--- src/rtl/rk_timing_pkg.sv ---
// Rotational timing constants and FSM state encoding shared by the
// emulated 2315 cartridge sector/index generator.
package rk_timing_pkg;

  localparam int REV_US_DEF        = 40000;
  localparam int SECTORS_DEF       = 8;
  localparam int PULSE_US_DEF      = 165;
  localparam int INDEX_LEAD_US_DEF = 2500;

  localparam int POS_W  = 16;
  localparam int USEC_W = 13;
  localparam int SECT_W = 3;
  localparam int PCNT_W = 8;

  typedef enum logic [1:0] {
    ST_STOPPED  = 2'd0,
    ST_SYNC     = 2'd1,
    ST_ROTATING = 2'd2
  } rot_state_e;

endpackage

--- src/rtl/pulse_stretcher.sv ---
// Fixed-width active-low bus pulse. Selection is sampled only on the leading
// edge; the width is counted in microsecond ticks.
module pulse_stretcher
  import rk_timing_pkg::*;
#(
  parameter int PULSE_US = PULSE_US_DEF
) (
  input  logic clock,
  input  logic reset,
  input  logic i_clear,
  input  logic i_tick,
  input  logic i_start,
  input  logic i_sel,
  output logic o_pulse_l
);

  localparam logic [PCNT_W-1:0] PULSE_LOAD = PCNT_W'(PULSE_US);

  logic [PCNT_W-1:0] r_cnt;
  logic              r_pulse_l;

  // Load on a selected leading edge, then release the line after PULSE_US ticks.
  always_ff @(posedge clock or negedge reset) begin
    if (!reset) begin
      r_cnt     <= '0;
      r_pulse_l <= 1'b1;
    end else if (i_clear) begin
      r_cnt     <= '0;
      r_pulse_l <= 1'b1;
    end else if (i_start && i_sel) begin
      r_cnt     <= PULSE_LOAD;
      r_pulse_l <= 1'b0;
    end else if (i_tick && (r_cnt != '0)) begin
      r_cnt     <= r_cnt - PCNT_W'(1);
      r_pulse_l <= (r_cnt == PCNT_W'(1));
    end else begin
      r_cnt     <= r_cnt;
      r_pulse_l <= r_pulse_l;
    end
  end

  assign o_pulse_l = r_pulse_l;

endmodule

--- src/rtl/sector_index_gen.sv ---
// Rotational position generator for the emulated 2315 cartridge: sector
// number, sector-start strobe and active-low sector/index bus pulses.
module sector_index_gen
  import rk_timing_pkg::*;
#(
  parameter int REV_US        = REV_US_DEF,
  parameter int SECTORS       = SECTORS_DEF,
  parameter int PULSE_US      = PULSE_US_DEF,
  parameter int INDEX_LEAD_US = INDEX_LEAD_US_DEF
) (
  input  logic              clock,
  input  logic              reset,
  input  logic              clkenbl_1usec,
  input  logic              Cart_Ready,
  input  logic              Selected,
  output logic              BUS_SECTOR_PULSE_L,
  output logic              BUS_INDEX_PULSE_L,
  output logic [SECT_W-1:0] sector_count,
  output logic              sector_start,
  output logic [USEC_W-1:0] us_in_sector
);

  localparam int                SECT_US   = REV_US / SECTORS;
  localparam logic [POS_W-1:0]  POS_LAST  = POS_W'(REV_US - 1);
  localparam logic [POS_W-1:0]  POS_INDEX = POS_W'(REV_US - INDEX_LEAD_US);
  localparam logic [USEC_W-1:0] USEC_LAST = USEC_W'(SECT_US - 1);
  localparam logic [SECT_W-1:0] SECT_LAST = SECT_W'(SECTORS - 1);

  rot_state_e        r_state;
  logic [POS_W-1:0]  r_pos;
  logic [SECT_W-1:0] r_sector;
  logic [USEC_W-1:0] r_usec;
  logic              r_sector_start;

  logic [POS_W-1:0]  w_pos_next;
  logic              w_sync_tick;
  logic              w_rot_tick;
  logic              w_last_usec;
  logic              w_sector_go;
  logic              w_index_go;

  assign w_sync_tick = (r_state == ST_SYNC) && clkenbl_1usec && Cart_Ready;
  assign w_rot_tick  = (r_state == ST_ROTATING) && clkenbl_1usec && Cart_Ready;
  assign w_pos_next  = (r_pos == POS_LAST) ? '0 : r_pos + POS_W'(1);
  assign w_last_usec = (r_usec == USEC_LAST);
  assign w_sector_go = w_sync_tick || (w_rot_tick && w_last_usec);
  // The first tick out of SYNC is position 0, so an index at position 0 fires there.
  assign w_index_go  = (w_rot_tick && (w_pos_next == POS_INDEX)) ||
                       (w_sync_tick && (POS_INDEX == '0));

  // Rotation FSM with position, sector and strobe registers.
  always_ff @(posedge clock or negedge reset) begin
    if (!reset) begin
      r_state        <= ST_STOPPED;
      r_pos          <= '0;
      r_sector       <= '0;
      r_usec         <= '0;
      r_sector_start <= 1'b0;
    end else if (!Cart_Ready) begin
      r_state        <= ST_STOPPED;
      r_pos          <= '0;
      r_sector       <= '0;
      r_usec         <= '0;
      r_sector_start <= 1'b0;
    end else begin
      r_sector_start <= 1'b0;
      case (r_state)
        ST_STOPPED: begin
          r_state <= ST_SYNC;
        end
        ST_SYNC: begin
          if (clkenbl_1usec) begin
            r_state        <= ST_ROTATING;
            r_pos          <= '0;
            r_sector       <= '0;
            r_usec         <= '0;
            r_sector_start <= 1'b1;
          end else begin
            r_state <= ST_SYNC;
          end
        end
        ST_ROTATING: begin
          if (clkenbl_1usec) begin
            r_pos <= w_pos_next;
            if (w_last_usec) begin
              r_usec         <= '0;
              r_sector       <= (r_sector == SECT_LAST) ? '0 : r_sector + SECT_W'(1);
              r_sector_start <= 1'b1;
            end else begin
              r_usec <= r_usec + USEC_W'(1);
            end
          end else begin
            r_pos <= r_pos;
          end
        end
        default: begin
          r_state <= ST_STOPPED;
        end
      endcase
    end
  end

  pulse_stretcher #(.PULSE_US(PULSE_US)) u_sector_pulse (
    .clock     (clock),
    .reset     (reset),
    .i_clear   (!Cart_Ready),
    .i_tick    (clkenbl_1usec),
    .i_start   (w_sector_go),
    .i_sel     (Selected),
    .o_pulse_l (BUS_SECTOR_PULSE_L)
  );

  pulse_stretcher #(.PULSE_US(PULSE_US)) u_index_pulse (
    .clock     (clock),
    .reset     (reset),
    .i_clear   (!Cart_Ready),
    .i_tick    (clkenbl_1usec),
    .i_start   (w_index_go),
    .i_sel     (Selected),
    .o_pulse_l (BUS_INDEX_PULSE_L)
  );

  assign sector_count = r_sector;
  assign sector_start = r_sector_start;
  assign us_in_sector = r_usec;

endmodule

--- config.mk ---
export PLATFORM = sky130hd
export DESIGN_NAME = sector_index_gen
export DESIGN_NICKNAME = d
export VERILOG_FILES = /design/src/rtl/rk_timing_pkg.sv /design/src/rtl/pulse_stretcher.sv /design/src/rtl/sector_index_gen.sv
export SDC_FILE = /design/constraint.sdc
export NUM_CORES = 1
export LEC_CHECK = 0
export ABC_AREA = 1
export BUFFER_PORTS_ARGS = -buffer_cell sky130_fd_sc_hd__buf_2
export CAP_MARGIN = 0
export CORE_UTILIZATION = 50
export DETAILED_ROUTE_END_ITERATION = 8
export HOLD_SLACK_MARGIN = 0.12
export PLACE_DENSITY = 0.68
export SLEW_MARGIN = 20
export SYNTH_ARGS = -nofsm -noshare
export SYNTH_HDL_FRONTEND = slang
export SYNTH_SLANG_ARGS = --single-unit
--- constraint.sdc ---
create_clock -name clock -period 2.1 [get_ports clock]
set_input_delay 0.42 -clock clock [delete_from_list [all_inputs] [get_ports clock]]
set_output_delay 0.42 -clock clock [all_outputs]
set_load 0.01 [all_outputs]
==> flow_results.org, run 1 <==
** Yosys
- After synthesis, the share of flip-flops with an asynchronous set or reset is 1.000.
- In the post-synthesis netlist, the cell with the most instances is sky130_fd_sc_hd__nand2_1.
- The share of synthesized area in the top cell type comes to 0.3947.
- Synthesis-stage register bit count :: 53
- The average instance in the mapped netlist occupies ~7.7 µm².
- The biggest area contributor in the post-synthesis netlist is sky130_fd_sc_hd__dfrtp_1.
- The number of nets handed over by synthesis was 439.
- Cell area after synthesis :: 3233 µm²
- Synthesized netlist cell count :: 421
- The commonest cells after synthesis are sky130_fd_sc_hd__nand2_1, sky130_fd_sc_hd__dfrtp_1, sky130_fd_sc_hd__nor2_1, sky130_fd_sc_hd__inv_1, sky130_fd_sc_hd__nand3_1.
- Number of synthesized flops with an enable pin :: 0
- Number of distinct library cells after synthesis :: 37
- Yosys warns :: 0
- Portion of the post-synthesis area used by sequential elements :: 0.4110
- Yosys attributes the largest share of cell area to sky130_fd_sc_hd__dfrtp_1, sky130_fd_sc_hd__nand2_1, sky130_fd_sc_hd__nand3_1.
- Among all flip-flop cells after synthesis, the most frequent one is sky130_fd_sc_hd__dfrtp_1.

** Setup path
- The worst setup path is captured at a flop.
- STA puts the critical path data arrival time at 2300 ps.
- The worst register-to-register path ends at u_index_pulse.r_cnt[2]$_DFFE_PN0P_.
- Worst-path maximum fanout :: 9
- The critical path starts at r_pos[1]$_DFFE_PN0P_.
- Critical Path Sink :: u_index_pulse.r_cnt[2]$_DFFE_PN0P_
- The worst register-to-register path begins at r_pos[1]$_DFFE_PN0P_.
- The critical path is of the reg -> reg type.
- Counting cells, the worst reg-to-reg path comes to 14.
- Kind of launch point of the worst setup path :: flop
- Worst-case register-to-register setup slack :: 60 ps
- Worst endpoint required time :: 2350 ps

** Clock network
- H-tree depth :: 2
- For this design, the sink count on the clock tree is between 50 and 60.
- Clock tree synthesis inserted a total of 5 buffers.
- Clock latency at the later pin of the worst-skew pair :: 310 ps
- Number of buffers between clock root and the deepest sink :: 2
- After clock tree synthesis, the clock-pin slew on the worst setup and hold paths is 100 ps.
- Clock Root Buffer :: sky130_fd_sc_hd__clkbuf_8
- TritonCTS built the clock tree.

** Layout
- The area growth from synthesis to layout is 18.69%.
- The finished layout holds 541 standard cells, fillers aside.
- Net count, final :: just under 500
- Proportion of layout cells with a drive suffix above 1 :: 0.1845
- Footprint of the multi-input gates :: 1798 µm²
- The repair_antennas step left the layout with diodes totalling 0.
- In the final layout, flip-flops and latches occupy ~1300 µm².
- Number of inserted filler cells in the final layout :: roughly 530

** STA
- Unrepaired setup endpoints after global routing :: true
- Setup violations remaining at the end of the flow were counted as 0.
- Clock period minus worst slack :: 2043 ps
- The count of final hold-check violations is 0.
- For the final database, setup skew stands at a little over 10 ps.
- Max_slew headroom :: 0.6091
- In the finished design, the share of the clock period the worst path needs comes to 0.9730.
- For the pin with the worst max-slew slack, the measured transition is 586.4 ps.
- Setup TNS :: 0 ps
- Slew Viols, Final :: 0
- Static timing analysis puts the maximum clock frequency at roughly 490 MHz.

** Routing
- M1 WL :: 3486 µm
- Summed over all nets, wire length on met3 after detailed routing comes to 311 µm.
- Number of design-rule violations left by the first detailed-router iteration :: 134
- The first detailed-routing pass took 4 iterations.
- In the routed design, unresolved DRC markers number 0.
- For this block, the routed nets add up to 7558 µm of wire.
- Routed wl met2 :: 3627 µm
- DR vias/cell :: 5.436
- Highest metal layer used by the detailed router :: met4
- The count of nets left with antenna violations once routing finished came out at 0.
- Average wire per cell in the routed design :: 13.97 µm
- Total via count after detailed routing :: 2941

** Power and ir drop
- In this run the power density over the cells is 755.9 nW/µm².
- Leakage power :: 0.001761 µW
- IR analysis of the VDD net gives a maximum drop of approximately 560 µV.

** Floorplan
- Die Width :: 82.41 µm
- The floorplan step defined a core boundary enclosing approximately 6000 µm².
- Area of the die :: 6791 µm²
- Row generation in the floorplan step produced 28 rows.
- Initial cell density of the core :: 0.5334
- 24 I/O pins were placed.
- Die height :: 82.41 µm

** Place
- Port Buffer Count :: 23
- Final HPWL DP :: 5278 µm
- The congestion estimate from routability-driven global placement came to around 0.88.
- Cell count after placement :: 523

** Global routing
- Maximum number of pins on one net before global-route repair :: 31
- First-pass GRT wire length :: 11960 µm
- Across every metal layer, demand over resource in global routing totals 0.2305.
- Antenna violations before repair :: 0
- Summed over all layers, the global routing overflow is 0.
- The via count of the first global-routing pass came to 2702.

** Hold path
- Class of the tightest hold or removal check :: in -> reg
- Cell depth of the worst hold path :: 4

** Job
- Number of maximum-capacitance constraint violations :: 0

** Status
- The run finished with clean final reports.
[cell families (layout without fill, tap and decap cells)]
family / Yosys count / in the layout / share of synthesized area
XOR/XNOR: 14 / 14 / 0.03793
AO/OA/AOI/OAI: 52 / 52 / 0.09675
AND/OR/NAND/NOR: 232 / 234 / 0.3336
flip-flops: 53 / 53 / 0.4110
buffers and inverters: 57 / 100 / 0.07043
adder cells (fa/ha/maj): 13 / 13 / 0.05031
[layout by cell type, fill, tap and decap left out, types with 5 or more instances in the layout]
cell type,n
sky130_fd_sc_hd__nand2_1,91
sky130_fd_sc_hd__dfrtp_1,48
sky130_fd_sc_hd__nor2_1,47
sky130_fd_sc_hd__inv_1,45
sky130_fd_sc_hd__nand3_1,39
sky130_fd_sc_hd__buf_2,23
sky130_fd_sc_hd__nand4_1,16
sky130_fd_sc_hd__o21ai_0,15
sky130_fd_sc_hd__o22ai_1,15
sky130_fd_sc_hd__buf_4,15
sky130_fd_sc_hd__nor3_1,13
sky130_fd_sc_hd__xor2_1,12
sky130_fd_sc_hd__ha_1,11
sky130_fd_sc_hd__nor2_4,8
sky130_fd_sc_hd__a21oi_1,7
sky130_fd_sc_hd__nand3_2,5
sky130_fd_sc_hd__o21a_1,5
sky130_fd_sc_hd__nand3_4,5
sky130_fd_sc_hd__clkbuf_8,5
[layout make-up]
| class | instances | area share |
|---|---|---|
| Tap cell | 75 | 0.02445 |
| Timing Repair Buffer | 43 | 0.08282 |
| Multi-Input combinational cell | 313 | 0.4685 |
| Clock buffer | 6 | 0.01891 |
| Inverter | 49 | 0.04793 |
| Sequential cell | 53 | 0.3472 |
| Clock inverter | 2 | 0.01011 |
[worst max-delay path: stages, from the launching register on]
cell and delay (ps):
sky130_fd_sc_hd__dfrtp_1 440, sky130_fd_sc_hd__ha_4 190, sky130_fd_sc_hd__nand3_4 110, sky130_fd_sc_hd__nor2_4 180
sky130_fd_sc_hd__nor2_1 70, sky130_fd_sc_hd__nor2_1 100, sky130_fd_sc_hd__nand2_1 60, sky130_fd_sc_hd__nor2_1 120
sky130_fd_sc_hd__nand2_1 100, sky130_fd_sc_hd__nor2_4 170, sky130_fd_sc_hd__buf_12 130, sky130_fd_sc_hd__nand3_4 110
sky130_fd_sc_hd__nand2_1 90, sky130_fd_sc_hd__nand3_1 70, sky130_fd_sc_hd__nand2_1 60
[state kept, by name, summed over array words and instances, names as in the netlist]
name,flops
sector_count,3
sector_start,1
u_index_pulse.o_pulse_l,1
r_pos,16
u_sector_pulse.o_pulse_l,1
u_sector_pulse.r_cnt,8
us_in_sector,13
r_state,2
u_index_pulse.r_cnt,8
[worst min-delay path by stage]
stage / start / endpoint / slack [ps]
after floorplan: reset / r_pos[0]$_DFFE_PN0P_ / 120
after global placement: u_sector_pulse.o_pulse_l$_DFFE_PN1P_ / u_sector_pulse.o_pulse_l$_DFFE_PN1P_ / 450
after detailed placement: reset / r_pos[13]$_DFFE_PN0P_ / 450
after CTS: Selected / u_sector_pulse.o_pulse_l$_DFFE_PN1P_ / 440
after global routing: Selected / u_sector_pulse.o_pulse_l$_DFFE_PN1P_ / 490
final: Selected / u_sector_pulse.o_pulse_l$_DFFE_PN1P_ / 460
[stage by stage]
step	worst slack (ps)	cell area (µm²)	total power, µW	hold slack (ps)	utilization
detailed placement	17.87	3501	2199	449.7	0.5776
global route	-25.66	3837	3125	486.4	0.6332
global placement	57.71	3501	2179	452.9	0.5776
floorplan	280.5	3233	1973	124.4	-
CTS	1.164	3622	2901	437.4	0.5976
finish	56.75	3837	2901	458.0	0.6332
[where the power goes]
| group | switching, µW | internal, µW |
|---|---|---|
| logic | 526 | 380 |
| registers | 121 | 1170 |
| clock network | 351 | 359 |
[timing repair]
action                     CTS  global route
pin swaps                    1            10
resized for setup            0            24
cloned                       0             2
setup buffers                0             7
hold endpoints to repair    11             0
setup endpoints to repair    2            20
hold buffers                 1             0
[routing by layer]
layer	up-vias	GRT usage
li1	1496	-
met1	1361	0.2946
met2	71	0.4000
met3	13	0.03736
met4	0	0.06491
met5	-	0
Note: power is estimated with default switching activity, not from simulation.
==> run 2, diff against run 1 <==
--- a/config.mk
+++ b/config.mk
@@ -8,10 +8,9 @@
 export ABC_AREA = 1
 export BUFFER_PORTS_ARGS = -buffer_cell sky130_fd_sc_hd__buf_2
 export CAP_MARGIN = 0
-export CORE_UTILIZATION = 50
+export CORE_UTILIZATION = 35
 export DETAILED_ROUTE_END_ITERATION = 8
 export HOLD_SLACK_MARGIN = 0.12
-export PLACE_DENSITY = 0.68
 export SLEW_MARGIN = 20
 export SYNTH_ARGS = -nofsm -noshare
 export SYNTH_HDL_FRONTEND = slang
==> run 2 against run 1 <==
Net effect:
- wire length shrank 0.25%
- largest power group unchanged
- global-route usage shrank 6.3 points
- final cell count rose by 5.7%
- design area fell by 0.20%
- count of clock-buffer cells in the layout unchanged
- the run now ends with DRC left
==> flow_results.org, run 2 (synthesis results as in run 1) <==
** Global routing
- Antenna violations before repair :: 0 (unchanged)
- GRT Total Usage :: 0.1674 (-0.06311)
- Maximum number of pins on one net before global-route repair :: 28 (-9.7%)
- The global-route wire length before repair is 13130 µm (+9.7%).
- Vias in the first global route :: 2845 (+5.3%)
- Grt total ovfl :: 0 (unchanged)

** Setup path
- R2r worst-path depth :: 12 (-2)
- Worst endpoint required time :: 2350 ps (about the same)
- The maximum fanout along the worst path came to 5 (-4).
- Grouping stages by cell kind, the critical path spends the most delay in simple AND/OR/NAND/NOR gates.
- Worst-case register-to-register setup slack :: 60 ps (about the same)
- Critical path, cell by cell :: ha_4, nand3_4, nor2_4, buf_4, nand4_1, nand2_1, nand3_1, nor2_4, nand3_2, nand2_1, nand3_2, nand2_1
- For this design, the slowest cell found on the critical path is sky130_fd_sc_hd__dfrtp_1.
- In this run the critical register-to-register path is launched from r_pos[1]$_DFFE_PN0P_.
- Worst r2r dst :: u_index_pulse.r_cnt[7]$_DFFE_PN0P_
- Data arrival time of the critical path :: 2300 ps (about the same)
- The worst setup path is launched from a flop.
- The sum of buffers and inverters on the critical path was 1 (unchanged).
- STA classifies the critical path endpoint as a flop.
- Crit Path Category :: reg -> reg
- Crit path top cell by count :: sky130_fd_sc_hd__nand2_1
- The largest stage delay on the critical path was 450 ps (about the same).

** Power and ir drop
- Sw Ratio :: 0.3494 (+0.005824)
- Combinational power share :: 0.316 (+0.004)
- The internal power component is 1912 µW (+0.42%).
- Power share of the sequential group :: 0.440 (-0.004)
- The peak supply drop came to 529.1 µV (-5.7%).
- The leakage power figure came to 0.001745 µW (-0.94%).
- The power density over the cells is 767.4 nW/µm² (+1.5%).
- The clock power share was 0.244 (about the same).
- Switching power total :: 1027 µW (+3.0%)

** Layout
- Leading cell types in the layout, fill and taps excluded :: sky130_fd_sc_hd__nand2_1, sky130_fd_sc_hd__dfrtp_1, sky130_fd_sc_hd__nor2_1
- Compared with the post-synthesis result, the final layout area differs by 18.46%.
- The net count of the finished layout came to 481 (-0.41%).
- Leaving out fill and tap cells, the most frequent cell in the layout is sky130_fd_sc_hd__nand2_1.
- Largest Register :: r_pos
- Area used by sequential logic in the layout :: 1330 µm² (-0.19%)
- The total of fill cells in the finished design is 915 (+71%).
- The flip-flop count of the largest register after layout came to 16 (unchanged).
- The count of inserted antenna diode cells came to 0 (unchanged).
- The proportion of layout cells with a drive suffix above 1 came to 0.1918 (+0.007261).
- Footprint of the multi-input gates :: 1814 µm² (+0.90%)

** STA
- Final hold slack :: 110.1 ps (-347.8 ps)
- Final setup violation count :: 0 (unchanged)
- Worst slew pin tran :: 631.3 ps (+44.90 ps)
- The number of max-slew violations in the final report came to 0 (unchanged).
- The worst slew margin relative to its limit came to 0.5791 (-0.02994).
- Clk_skew :: 12.22 ps (+1.892 ps)
- Part of the cycle the worst path needs :: 0.9733 (about the same)
- The count of final hold-check violations came to 0 (unchanged).
- Setup TNS :: 0 ps (unchanged)
- Max Clk Rate :: 489.2 MHz (about the same)
- The shortest clock period the worst path allows after layout is 2044 ps (+0.7341 ps).
- Setup repair after global routing could not meet its margin everywhere.

** Status
- The run finished, with violations left.
- Violations in the final reports :: DRC

** Routing
- Number of design-rule violations left by the first detailed-router iteration :: 182 (+36%)
- Total via count after detailed routing :: 2938 (-0.10%)
- DR vias/cell :: 5.136 (-5.5%)
- Sum of routed wire length over all layers :: 7539 µm (-0.25%)
- Number of nets still failing antenna checks after routing :: 0 (unchanged)
- Average wire per cell in the routed design :: 13.18 µm (-5.7%)
- The number of search-and-repair iterations in the first detailed-routing pass was 6 (+2).
- Remaining routing DRC violations :: 4 (+4)

** Clock network
- Clock buffers created by TritonCTS :: 5 (unchanged)
- TritonCTS built the clock tree.
- The tree is rooted in a sky130_fd_sc_hd__clkbuf_8.
- The number of H-tree levels came to 2 (unchanged).
- Sink count of the clock tree :: 53 (unchanged)
- Reg clk slew, reported paths :: 100 ps (about the same)
- The insertion delay of the later-clocked pin in the worst-skew pair was 310 ps (about the same).
- Number of buffers between clock root and the deepest sink :: 2 (unchanged)

** Floorplan
- Initial cell density of the core :: 0.3654 (-0.1681)
- Core Region :: 8848 µm² (+46%)
- The die footprint is 9626 µm² (+42%).
- I/O pin count :: 24 (unchanged)
- The die extent in x is 98.11 µm (+19%).
- The standard-cell row count came to 34 (+21%).
- The height of the die was 98.11 µm (+19%).

** Place
- Final HPWL DP :: 5467 µm (+3.6%)
- The count of buffers inserted at the top-level ports came to 23 (unchanged).
- The routability congestion estimate from global placement was 0.8324 (-5.9%).

** Hold path
- The tightest min-delay check is of the in -> async type.

** Job
- Number of maximum-capacitance constraint violations :: 0 (unchanged)
## run 2: cell count changes in the layout (fill, tap and decap cells not counted), sizes merged
| cell | change |
|---|---|
| buf | -2 |
| dlygate4sd3 | -1 |
| nand3 | +1 |
## run 2: layer usage
metal	global-route usage	vias up	wire length (µm)
met5	0	-	0
met4	0.03497	0	70
met3	0.02434	7	246
met2	0.2811	44	3545
met1	0.2293	1400	3677
li1	-	1487	-
## run 2: final cells by class
class	count	share of cell area
Multi-Input combinational cell	314	0.4737
Inverter	49	0.04802
Clock inverter	2	0.01013
Sequential cell	53	0.3473
Tap cell	108	0.03528
Clock buffer	6	0.01895
Timing Repair Buffer	40	0.06664
## run 2: how the worst max path moves through the flow
stage | depth (start not counted) | from | to
floorplan | 14 | r_state[0]$_DFFE_PN0P_ | u_index_pulse.r_cnt[3]$_DFFE_PN0P_
global placement | 13 | r_pos[0]$_DFFE_PN0P_ | u_index_pulse.r_cnt[0]$_DFFE_PN0P_
detailed placement | 13 | r_pos[0]$_DFFE_PN0P_ | u_index_pulse.r_cnt[0]$_DFFE_PN0P_
CTS | 11 | r_pos[0]$_DFFE_PN0P_ | u_index_pulse.r_cnt[0]$_DFFE_PN0P_
global route | 13 | r_pos[1]$_DFFE_PN0P_ | u_index_pulse.r_cnt[2]$_DFFE_PN0P_
finish | 12 | r_pos[1]$_DFFE_PN0P_ | u_index_pulse.r_cnt[7]$_DFFE_PN0P_
## run 2: power groups by stage
stage	clock, µW	combinational [µW]	sequential (µW)
floorplan	0	677	1300
global placement	0	889	1300
detailed placement	0	901	1310
CTS	739	904	1290
global route	782	1080	1310
finish	718	929	1290
## run 2: what timing repair did
item	4_1_cts	5_1_grt
cloned	1	2
resized for setup	2	25
hold buffers	0	0
pin swaps	0	8
endpoints found under the setup margin	5	20
buffers inserted	0	4
## run 2: through the flow
step | cell area, µm² | worst slack [ps] | instances | power, µW | util
after floorplan | 3233 | 280.5 | 421 | 1973 | -
after global placement | 3550 | -8.214 | 557 | 2192 | 0.4012
after detailed placement | 3550 | -16.84 | 557 | 2206 | 0.4012
after CTS | 3679 | 5.808 | 566 | 2932 | 0.4157
after global routing | 3830 | -123.0 | 572 | 3177 | 0.4328
final | 3830 | 56.02 | 572 | 2939 | 0.4328
